===== src/rtl/sram_stream_writer.sv =====
// rtl/sram_stream_writer.sv - stream-to-SRAM block writer
// Writes len stream beats to consecutive SRAM addresses from baseAddr, pulses done at the end.
module sram_stream_writer #(
  parameter int ADDR_WIDTH = 10,
  parameter int DATA_WIDTH = 8
) (
  input  logic                  Clk,
  input  logic                  Rst,
  input  logic                  start,
  input  logic [ADDR_WIDTH-1:0] baseAddr,
  input  logic [ADDR_WIDTH:0]   len,
  input  logic                  abort,
  input  logic [DATA_WIDTH-1:0] inData,
  input  logic                  inValid,
  output logic                  inReady,
  output logic [DATA_WIDTH-1:0] wrData,
  output logic [ADDR_WIDTH-1:0] wrAddr,
  output logic                  wrEn,
  output logic                  busy,
  output logic                  done,
  output logic [ADDR_WIDTH:0]   count
);

  typedef enum logic {IDLE, WRITE} state_t;

  localparam logic [ADDR_WIDTH-1:0] PTR_ONE = ADDR_WIDTH'(1);
  localparam logic [ADDR_WIDTH:0]   CNT_ONE = (ADDR_WIDTH + 1)'(1);

  state_t                state_q, state_d;
  logic [ADDR_WIDTH-1:0] ptr_q, ptr_d;
  logic [ADDR_WIDTH:0]   rem_q, rem_d;
  logic [ADDR_WIDTH:0]   count_q, count_d;
  logic [DATA_WIDTH-1:0] wr_data_q, wr_data_d;
  logic [ADDR_WIDTH-1:0] wr_addr_q, wr_addr_d;
  logic                  wr_en_q, wr_en_d;
  logic                  done_q, done_d;

  always_comb begin
    state_d   = state_q;
    ptr_d     = ptr_q;
    rem_d     = rem_q;
    count_d   = count_q;
    wr_data_d = wr_data_q;
    wr_addr_d = wr_addr_q;
    wr_en_d   = 1'b0;
    done_d    = 1'b0;
    case (state_q)
      IDLE: begin
        if (start) begin
          ptr_d   = baseAddr;
          rem_d   = len;
          count_d = '0;
          // A zero-length request completes without ever opening the stream.
          if (len == '0) begin
            done_d = 1'b1;
          end else begin
            state_d = WRITE;
          end
        end
      end
      WRITE: begin
        if (inValid) begin
          wr_data_d = inData;
          wr_addr_d = ptr_q;
          wr_en_d   = 1'b1;
          ptr_d     = ptr_q + PTR_ONE;
          rem_d     = rem_q - CNT_ONE;
          count_d   = count_q + CNT_ONE;
          if (rem_q == CNT_ONE) begin
            state_d = IDLE;
            done_d  = !abort;
          end
        end
        // The beat taken in the abort cycle is still written above.
        if (abort) begin
          state_d = IDLE;
        end
      end
      default: state_d = IDLE;
    endcase
  end

  always_ff @(posedge Clk or posedge Rst) begin
    if (Rst) begin
      state_q   <= IDLE;
      ptr_q     <= '0;
      rem_q     <= '0;
      count_q   <= '0;
      wr_data_q <= '0;
      wr_addr_q <= '0;
      wr_en_q   <= 1'b0;
      done_q    <= 1'b0;
    end else begin
      state_q   <= state_d;
      ptr_q     <= ptr_d;
      rem_q     <= rem_d;
      count_q   <= count_d;
      wr_data_q <= wr_data_d;
      wr_addr_q <= wr_addr_d;
      wr_en_q   <= wr_en_d;
      done_q    <= done_d;
    end
  end

  assign inReady = (state_q == WRITE);
  assign busy    = (state_q == WRITE);
  assign wrData  = wr_data_q;
  assign wrAddr  = wr_addr_q;
  assign wrEn    = wr_en_q;
  assign done    = done_q;
  assign count   = count_q;

endmodule

===== config.mk =====
export PLATFORM = sky130hd
export DESIGN_NAME = sram_stream_writer
export DESIGN_NICKNAME = d
export VERILOG_FILES = /design/src/rtl/sram_stream_writer.sv
export SDC_FILE = /design/constraint.sdc
export NUM_CORES = 1
export LEC_CHECK = 0
export CAP_MARGIN = 20
export CORE_ASPECT_RATIO = 1.2
export CORE_MARGIN = 5
export CORE_UTILIZATION = 45
export CTS_CLUSTER_DIAMETER = 200
export CTS_CLUSTER_SIZE = 10
export DETAILED_ROUTE_END_ITERATION = 16
export PLACE_DENSITY = 0.73
export SYNTH_ARGS = -nofsm -noshare
export SYNTH_HDL_FRONTEND = slang
export SYNTH_SLANG_ARGS = --single-unit

===== constraint.sdc =====
create_clock -name Clk -period 2.5 [get_ports Clk]
set_clock_uncertainty 0.05 [all_clocks]
set_input_delay 0.25 -clock Clk [delete_from_list [all_inputs] [get_ports Clk]]
set_output_delay 0.25 -clock Clk [all_outputs]
set_load 0.03 [all_outputs]

== Word-level counts from Yosys, hierarchy flattened ==
Cells that the tools add are included.
Widths: inputs -> output; s select.
Storage, ports and cells
  flip-flop bits (word level): 53
  logic and storage cells: 41
Cells by class
  $add $sub $neg: 3
  eq/ne operators: 3
  multiplexer cells: 22
  bitwise logic cells: 1
  reduce and logical (&&, ||, !) cells: 4
Operator list (number)
  $mux 11: 4
  $pmux 11 s2: 2
  $mux 10: 2
  $pmux 10 s2: 1
  $add 11x1->11 const B: 1
  $eq 11x1->1 const B: 1
  $logic_not 11->1: 1
  $mux 1: 11
  $sub 11x1->11 const B: 1
  $add 10x1->10 const B: 1
  $ne 2x2->1 const B: 2
  $pmux 1 s2: 2
  $reduce_and 2->1: 2
  $logic_not 1->1: 1
  $not 1->1: 1

== Logic depth before layout (Yosys ltp) ==
  depth after elaboration: 5
  depth in mapped cells: 6
  gate-level depth less buffers: 5

== Least setup slack after synthesis ==
OpenSTA, ideal clock, no wires.
  kind: register to register
  start: register state_q (netlist: busy)
  end: register rem_q[7]
  library setup time: 0.099 ns
  data arrival time: 1.735 ns
  required time: 2.351 ns
  setup slack: 0.616 ns
  cell stages (with the launch flop): 5
  path buffers: 1
  period minus slack after synthesis: 1.884 ns
  cell sequence: dfrtp_1 -> buf_2 -> nor4bb_1 -> a311oi_1 -> a311oi_1
Between the ends
  cells in the longest elaborated chain, start to end: 3
  elaborated cells between the ends (all ways): 5
Ends and longest elaborated chain
  start: declaration: RTL line 29  | state_t state_q, state_d;
  start signal: assignment: RTL line 94  | state_q <= state_d;
  $not 1->1
  $ne 2x2->1 (no source line)
  $reduce_and 2->1 (no source line)
  end signal: assignment: RTL line 96  | rem_q <= rem_d;
  end: declaration: RTL line 31  | logic [ADDR_WIDTH:0] rem_q, rem_d;
Several ways; a longest one is shown, not always the timed one.
A chain may end at the register's enable or synchronous reset.

== Worst setup path after layout ==
  start: register state_q (netlist: busy)
  end: output port busy
RTL lines
  end: declaration: RTL line 19  | output logic busy,
No word-level cell between the ends.

==> impl_metrics.py <==
metrics = {
    "status": {
        "status": "completed",
    },
    "yosys": {
        "synth_top_family_by_area": "simple AND/OR/NAND/NOR gates",
        "synth_seq_cells": 53,
        "synth.area.top_cells": "dfrtp_1, nand2_1, a311oi_1",
        "synth-main-ff-cell": "dfrtp_1",
        "syn_avg_cell_area_um2": 9.36,
        "yosys.area_share.simple_pct": 26.2,
        "async_flop_share_pct": 100,
        "synthXorXnorAreaFrac_pct": 0.332,
        "syn_inst": 282,
        "synth_area_um2": 2640,
        "synthAdderAreaFrac_pct": 1.90,
        "synth.yosys.warnings": 0,
        "ys_top_cells_by_count": "nand2_1, dfrtp_1, nor2_1",
        "synthMuxAreaShare_pct": 2.32,
        "synth_compound_gate_area_share_pct": 15.2,
        "yosysMostFrequentCell": "nand2_1",
        "synth_seq_area_share_pct": 50.2,
        "yosysUniqueCellTypes": 50,
        "synth_edf_count": 0,
        "yosysTopAreaCellShare_pct": 50.2,
        "yosysTopAreaCell": "dfrtp_1",
        "synth_nets": 320,
    },
    "sta": {
        "min_period_ns": 2.20,
        "worstMarginPinSlew_ns": 0.675,
        "relSlewSlack_pct": 55.0,
        "finalHoldViolCount": 0,
        "slew_violations": 0,
        "fin_crit_sh_pct": 88.1,
        "setup_violations": 0,
        "rsz0062_at_grt": "no",
        "setup-tns-final_ns": 0,
        "worst_slack_ns": 0.297,
        "fmax_mhz": 454,
    },
    "clocking": {
        "clockRootBuffer": "clkbuf_8",
        "ctsHtreeMaxLevel": 2,
        "clk_latency_ns": 0.30,
        "cts_buffer_depth": 2,
        "numCtsBuffers": 5,
        "ctsResizeCount": 0,
        "cts-hold-fix-buffers": 0,
        "cts_post_setup_buffers_inserted": 0,
        "clkSinkCount": 53,
        "path_clk_slew_ns": 0.09,
        "cts_tree": "yes",
    },
    "layout": {
        "syn_to_final_growth_pct": 34.6,
        "fin_nets": 390,
        "diodes": 0,
        "drive_gt1_share_pct": 7.08,
        "utilization_pct": 62.7,
    },
    "detailed_routing": {
        "first_pass_iters": 4,
        "ant_nets": 0,
        "num_vias": 2377,
        "wl_per_cell_um": 15.1,
        "drt-total-wl_mm": 6.53,
        "first_iter_violations": 142,
        "drcViolationCount": 0,
        "via_per_inst": 5.49,
    },
    "power_and_ir_drop": {
        "p_leak_uw": 0.00149,
        "intPower_uw": 1800,
        "switching_share_pct": 37.0,
        "power_density_nw_per_um2": 805,
        "combPwrFrac_pct": 35.4,
        "clkPwrFrac_pct": 20.3,
        "peakVddDrop_v": 0.000377,
        "p_switching_uw": 1060,
        "p_seq_share_pct": 44.3,
    },
    "die": {
        "start_util_pct": 46.6,
        "boundaryPins": 67,
        "die_y_um": 93.9,
        "coreArea_um2": 5670,
        "rows": 30,
        "die_area_um2": 7500,
        "die_w_um": 79.9,
    },
    "critical_path": {
        "worst_path_dominant_cell_family": "buffers and inverters",
        "critical_path_arrival_ns": 1.90,
        "critPathMaxStageDelay_ns": 0.81,
        "start_kind": "flop",
        "cp.required_ns": 2.20,
        "path_buf_inv": 1,
        "criticalPathCategory": "reg2out",
        "worstPathCellList": "clkdlybuf4s50_1",
        "cpMaxStageDelayCell": "clkdlybuf4s50_1",
        "crit_fanout": 22,
        "endpoint_kind": "primary output",
    },
    "global_route": {
        "grt_max_degree": 30,
        "track_usage_pct": 17.9,
        "grt_pass1_vias": 2298,
        "antenna_found_initial": 0,
        "grt_first_pass_wirelength_mm": 10.8,
        "overflow": 0,
    },
    "place": {
        "dpl.hpwl_mm": 4.82,
        "port_buffers": 66,
        "post-place-ws_ns": 0.499,
        "routabilityCongestion": 0.907,
    },
    "job": {
        "maxCapViolCount": 0,
    },
    "worst_hold_path": {
        "hold_class": "in2async",
    },
}
## path summary, 6_finish.rpt
kind,end,slack [ns],startpoint,cells after the start
max in group asynchronous,ptr_q[4],1.59,Rst,3
min,count[0],0.27,Rst,2
max,busy,0.30,busy,1
max reg2reg,ptr_q[9],0.49,busy,4
min reg2reg,wrAddr[1],0.43,wrAddr[1],2
min in group Clk,wrData[7],0.42,inData[7],3
## registers in the layout, summed over array words and instances (netlist names)
signal  cells
wrAddr     10
wrData      8
done        1
ptr_q      10
wrEn        1
rem_q      11
busy        1
count      11
## layout make-up
cell class | instances | area [um2]
clock buffer | 6 | 72.6
clock inverter | 2 | 38.8
fill | 474 | 2110
inverter | 9 | 33.8
multi-input combinational | 204 | 1210
sequential | 53 | 1330
tap | 80 | 100
timing repair buffer | 79 | 771
## logic make-up after synthesis
logic type / Yosys count
xor gates and xnor gates: 1
and+or+nand+nor: 139
AOI/OAI and AO/OA: 54
adders and majority gates: 4
DFF: 53
buffers and inverters: 25
muxes: 6
## per-stage QoR
step	hold WS (ns)	std cells	power (uW)	area (um2)
after floorplan	0.305	282	1850	2640
after detailed placement	0.411	425	2300	3440
after global routing	0.325	433	3040	3550
after global placement	0.406	425	2270	3440
after CTS	0.288	433	2880	3550
final	0.270	433	2860	3550
## layout by cell type (no fill, tap or decap), drive strengths merged, types with 6 or more instances in the layout
cell           instances
nor3                   6
a211oi                 7
nand3                  9
buf                   13
clkdlybuf4s50         66
inv                    9
a311oi                 8
nand4                  7
nor2b                  6
a21oi                  8
nor2                  12
nand2                 68
o31ai                  6
dfrtp                 53
clkbuf                 6
## power groups by stage
stage	logic (uW)	clock network (uW)	registers, uW
4_1_cts	1020	592	1270
5_1_grt	1100	626	1310
3_3_place_gp	996	0	1270
6_report	1010	580	1270
3_5_place_dp	1020	0	1280
2_1_floorplan	407	0	1440
## metal layers
| layer | vias up | part of all wire (%) | global-route usage [%] |
|---|---|---|---|
| li1 | 1167 | - | - |
| met1 | 1116 | 43 | 22.9 |
| met2 | 83 | 49 | 30.2 |
| met3 | 11 | 6.0 | 2.59 |
| met4 | 0 | 1.9 | 7.04 |
| met5 | - | 0 | 0 |
Note: power is estimated with default switching activity, not from simulation.
